==> src/rtl/pwm_generator_multi.sv <==
// Multi-channel PWM with one shared period counter and double-buffered config.
// Optional per-channel phase offset is enabled by defining PWM_PHASE_EN.
module pwm_generator_multi #(
  parameter int WIDTH    = 8,
  parameter int CHANNELS = 4
) (
  input  logic                      clk,
  input  logic                      rst,
  input  logic                      enable,
  input  logic                      oneshot,
  input  logic                      start,
  input  logic [WIDTH-1:0]          period,
  input  logic [CHANNELS*WIDTH-1:0] duty,
`ifdef PWM_PHASE_EN
  input  logic [CHANNELS*WIDTH-1:0] phase,
`endif
  input  logic                      cfg_load,
  output logic [CHANNELS-1:0]       pulse,
  output logic                      period_done,
  output logic                      busy
);

  localparam int CW = CHANNELS * WIDTH;

  typedef enum logic {
    IDLE = 1'b0,
    RUN  = 1'b1
  } state_t;

  state_t state_q, state_d;

  logic [WIDTH-1:0]    cnt_q, cnt_d;
  logic [WIDTH-1:0]    p_pend_q, p_act_q;
  logic [WIDTH-1:0]    p_last;
  logic [CW-1:0]       d_pend_q, d_act_q;
  logic                pend_vld_q;
  logic [CHANNELS-1:0] hit, pulse_d;
  logic                done_d;
  logic                running;
  logic                p_zero;
  logic                wrap;
  logic                bypass;
  logic                copy;

  assign running = (state_q == RUN);
  assign p_zero  = (p_act_q == '0);
  assign p_last  = p_act_q - WIDTH'(1);
  assign wrap    = running && enable && !p_zero
                   && (cnt_q == p_last);
  assign bypass  = wrap && cfg_load;
  // Pending set is promoted when idle, at a wrap, or when P=0 stalls the count
  assign copy    = pend_vld_q && !bypass
                   && (!running || wrap || p_zero);
  assign busy    = running;

`ifdef PWM_PHASE_EN
  logic [CW-1:0]           ph_pend_q, ph_act_q;
  logic [CW-1:0]           ph_eff;
  logic [CHANNELS*(WIDTH+1)-1:0] shift;

  always_comb begin
    hit    = '0;
    ph_eff = '0;
    shift  = '0;
    for (int i = 0; i < CHANNELS; i++) begin
      ph_eff[i*WIDTH +: WIDTH] = ph_act_q[i*WIDTH +: WIDTH];
      if (ph_act_q[i*WIDTH +: WIDTH] >= p_act_q)
        ph_eff[i*WIDTH +: WIDTH] = '0;
      // Widened by one bit so counter+P never overflows
      if (cnt_q >= ph_eff[i*WIDTH +: WIDTH])
        shift[i*(WIDTH+1) +: WIDTH+1] =
          {1'b0, cnt_q - ph_eff[i*WIDTH +: WIDTH]};
      else
        shift[i*(WIDTH+1) +: WIDTH+1] =
          {1'b0, cnt_q} + {1'b0, p_act_q}
          - {1'b0, ph_eff[i*WIDTH +: WIDTH]};
      hit[i] = shift[i*(WIDTH+1) +: WIDTH+1]
               < {1'b0, d_act_q[i*WIDTH +: WIDTH]};
    end
  end

  always_ff @(posedge clk or negedge rst) begin
    if (!rst) begin
      ph_pend_q <= '0;
      ph_act_q  <= '0;
    end else begin
      if (cfg_load)
        ph_pend_q <= phase;
      if (bypass)
        ph_act_q <= phase;
      else if (copy)
        ph_act_q <= ph_pend_q;
    end
  end
`else
  always_comb begin
    hit = '0;
    for (int i = 0; i < CHANNELS; i++)
      hit[i] = cnt_q < d_act_q[i*WIDTH +: WIDTH];
  end
`endif

  always_comb begin
    state_d = state_q;
    cnt_d   = cnt_q;
    pulse_d = '0;
    done_d  = 1'b0;
    unique case (state_q)
      IDLE: begin
        cnt_d = '0;
        if (enable && (!oneshot || start))
          state_d = RUN;
      end
      RUN: begin
        if (!enable) begin
          state_d = IDLE;
          cnt_d   = '0;
        end else if (p_zero) begin
          cnt_d = '0;
        end else if (wrap) begin
          cnt_d  = '0;
          done_d = 1'b1;
          // One-shot leaves RUN here; outputs stay low while idle
          if (oneshot)
            state_d = IDLE;
          else
            pulse_d = hit;
        end else begin
          cnt_d   = cnt_q + WIDTH'(1);
          pulse_d = hit;
        end
      end
      default: state_d = IDLE;
    endcase
  end

  always_ff @(posedge clk or negedge rst) begin
    if (!rst) begin
      state_q     <= IDLE;
      cnt_q       <= '0;
      pulse       <= '0;
      period_done <= 1'b0;
    end else begin
      state_q     <= state_d;
      cnt_q       <= cnt_d;
      pulse       <= pulse_d;
      period_done <= done_d;
    end
  end

  always_ff @(posedge clk or negedge rst) begin
    if (!rst) begin
      p_pend_q   <= '0;
      d_pend_q   <= '0;
      p_act_q    <= '0;
      d_act_q    <= '0;
      pend_vld_q <= 1'b0;
    end else begin
      if (cfg_load) begin
        p_pend_q <= period;
        d_pend_q <= duty;
      end
      if (bypass) begin
        p_act_q <= period;
        d_act_q <= duty;
      end else if (copy) begin
        p_act_q <= p_pend_q;
        d_act_q <= d_pend_q;
      end
      pend_vld_q <= cfg_load ? !bypass
                             : (pend_vld_q && !copy);
    end
  end

endmodule

==> config.mk <==
export PLATFORM = sky130hd
export DESIGN_NAME = pwm_generator_multi
export DESIGN_NICKNAME = d
export VERILOG_FILES = /design/src/rtl/pwm_generator_multi.sv
export SDC_FILE = /design/constraint.sdc
export NUM_CORES = 1
export LEC_CHECK = 0
export CELL_PAD_IN_SITES_DETAIL_PLACEMENT = 0
export CELL_PAD_IN_SITES_GLOBAL_PLACEMENT = 2
export CORE_MARGIN = 3
export CORE_UTILIZATION = 39
export DETAILED_ROUTE_END_ITERATION = 10
export GPL_TIMING_DRIVEN = 0
export PLACE_DENSITY = 0.87
export SYNTH_ARGS = -nofsm -noshare
export SYNTH_HDL_FRONTEND = slang
export SYNTH_SLANG_ARGS = --single-unit
==> constraint.sdc <==
create_clock -name clk -period 3.6 [get_ports clk]
set_input_delay 0.72 -clock clk [delete_from_list [all_inputs] [get_ports clk]]
set_output_delay 0.72 -clock clk [all_outputs]
set_load 0.005 [all_outputs]
==> results.tsv <==
stage	metric	value	unit
status	status	complete, no violations	
synth	Yosys reg bits	95	
synth	syn_nets	478	
floorplanning	chip width	119	um
cts	CTS tree	done	
drt	# DRC	0	
cells_and_area	most common cell after layout, fill and taps aside	dfrtp_1	
synth	Yosys top cell by area	dfrtp_1	
drt	Post-DRT Antenna Nets	0	
floorplanning	Site Rows	40	
cts	CTS Buf Count	9	
setup_path	Worst EP required	3.81	ns
cts	H-tree Lvls	3	
power	PD cells	476	nW/um^2
timing	Slew @ Worst Pin	0.645	ns
timing	FMAX	331	MHz
placed_design	dpl hpwl	7280	um
synth	Syn Area/Cell	12.3	sq um
synth	Post-synth EDFFs	0	
global_routing	largest net degree at the start of global routing	59	
synth	ys flop type	dfrtp_1	
timing	Fin. Hold Viols	0	
synth	mapped cell area	4950	sq um
global_routing	first-pass GRT wire length	18100	um
drt	routed length per instance	16.4	um
timing	crit share post-route	84.0	%
placed_design	DP Area	5680	sq um
floorplanning	Die Y	119	um
synth	ys async rst share	100	%
drt	Post-Route WL	10500	um
setup_path	CP max FO	8	
global_routing	initial antenna violation count	0	
cts	clock root cell	clkbuf_16	
cells_and_area	Layout area overhead	21.2	%
run	maxcap violations	0	
placed_design	setup slack at placement	0.426	ns
cts	Clk Latency, worst-skew pair	0.34	ns
cts	clk sink count	95	
synth	post-synthesis sequential area ratio	48.1	%
cts	post_cts resized	0	
synth	top post-synthesis cells by area	dfrtp_1 (48%), a2bb2oi_2 (9.1%), mux2_2 (9.1%), ha_1 (7.8%), o22ai_1 (5.1%)	
cells_and_area	fill cell count	1172	
synth	Cells after Synth	401	
timing	RSZ-0062 raised after global routing	no	
worst_hold_path	hold crit path type	in -> async	
timing	Setup violations, final	0	
setup_path	nature of the critical path startpoint	flop	
setup_path	Worst EP arrival	3.24	ns
drt	total number of vias	3261	
setup_path	crit end category	flop	
placed_design	PortBufs	50	
setup_path	Setup CP Type	reg -> reg	
cells_and_area	proportion of layout cells with a drive suffix above 1	21.8	%
synth	top-area cell type share of the netlist area	48.1	%
drt	vias per cell	5.13	
placed_design	Placer Congestion	0.809	
cells_and_area	Final Util	49.1	%
drt	drt first pass iters	4	
power	Peak VDD IR	0.265	mV
floorplanning	core area	12200	sq um
setup_path	Setup crit start	p_act_q[0]	
floorplanning	Die Area	14100	sq um
setup_path	reg2reg start	p_act_q[0]	
floorplanning	Initial Utilization	40.5	%
global_routing	grt ovf	0	
synth	YS warnings	0	
timing	slew margin rel.	56.8	%
cells_and_area	leading cell types in the layout, fill and taps excluded	dfrtp_1 (95), clkdlybuf4s50_1 (49), o22ai_1 (40), mux2_2 (40), inv_1 (32)	
cells_and_area	Final Cell Area	6000	sq um
cts	Hold-fix buffers, CTS	0	
floorplanning	I/O Pins	52	
timing	PnR worst setup slack	0.575	ns
drt	Initial DRC Count	145	
timing	max-slew violations	0	
global_routing	GRT Total Usage	16.1	%
global_routing	vias in the first global route	3531	
timing	Tmin final	3.03	ns
cells_and_area	nets	540	
cts	deepest clock path buffer count	2	
timing	clk_skew	0.00744	ns
cts	Post-CTS Setup Bufs	0	
cells_and_area	n_diodes	0	
cts	clock-pin slew on the worst setup and hold paths	0.07	ns
synth	Distinct cells, synth	42	
power	leak pwr	2.67	nW
cells in the mapped netlist (all sizes together) (5+ instances only):
cell and number:
ha 31, buf 7, nor2 11, xor2 9
nand3 5, mux2 40, clkbuf 16, o22ai 40
xnor2 9, a2bb2oi 39, a21o 12, dfrtp 95
o21ai 6, inv 32, nor3 5, o21a 8
per-layer routing:
| layer | GRT usage (%) | share of wire, % |
|---|---|---|
| met1 | 20.9 | 46 |
| met2 | 27.4 | 50 |
| met3 | 3.21 | 2.8 |
| met4 | 4.13 | 1.2 |
| met5 | 0 | 0 |
kinds of logic (layout without fill, tap and decap cells):
family	Yosys count	after routing	synth area share (%)
flip-flops	95	95	48.1
buffers and inverters	55	122	4.55
XOR/XNOR	18	18	3.19
multiplexers	40	40	9.11
AND/OR/NAND/NOR	39	39	4.58
AO/OA/AOI/OAI	123	123	22.7
adder cells (fa/ha/maj)	31	31	7.84
state kept, by name, indices dropped and copies added, names as in the netlist:
register and count:
cnt_q 8, d_pend_q 32, pulse 4, d_act_q 32
pend_vld_q 1, busy 1, p_act_q 8, p_pend_q 8
period_done 1
area by class of cell:
cell class / instances / area (sq um) / share of cell area, %
clock inverter: 6 / 85.1 / 1.42
clock buffer: 10 / 229 / 3.82
multi-input combinational: 251 / 2340 / 39.1
inverter: 32 / 120 / 2.00
timing repair buffer: 51 / 526 / 8.76
sequential: 95 / 2380 / 39.6
buffer: 23 / 105 / 1.75
tap: 168 / 210 / 3.51
worst paths after layout:
path / depth (start not counted) / slack, ns / to
min in group clk: 1 / 0.51 / d_pend_q[22]
max: 9 / 0.57 / cnt_q[6]
min: 1 / 0.34 / d_pend_q[3]
max reg2reg: 9 / 0.57 / cnt_q[6]
max in group asynchronous: 2 / 2.58 / d_pend_q[21]
min reg2reg: 1 / 0.51 / d_pend_q[22]
power breakdown:
group / internal, mW / leakage [nW] / total (mW) / switching, mW
combinational: 0.315 / 1.41 / 0.544 / 0.229
sequential: 1.20 / 1.11 / 1.30 / 0.100
clock: 0.606 / 0.148 / 1.01 / 0.403
worst max-delay path: stages (launching register included):
cell and delay (ns):
dfrtp_1 0.48, inv_1 0.10, ha_1 0.32, xor2_1 0.16
nand4_1 0.16, or4_4 0.54, nor3_2 0.56, or2_2 0.21
clkbuf_1 0.28, nor2_1 0.10
per-stage QoR:
stage | setup TNS, ns | hold WS (ns) | std cells | power (mW)
2_1_floorplan | 0 | 0.424 | 401 | 1.70
3_5_place_dp | 0 | 0.494 | 620 | 1.88
4_1_cts | 0 | 0.363 | 636 | 2.90
3_3_place_gp | -159.83 | 0.484 | 619 | 1.85
6_report | 0 | 0.344 | 636 | 2.85
5_1_grt | 0 | 0.377 | 636 | 3.01
Note: power is estimated with default switching activity, not from simulation.
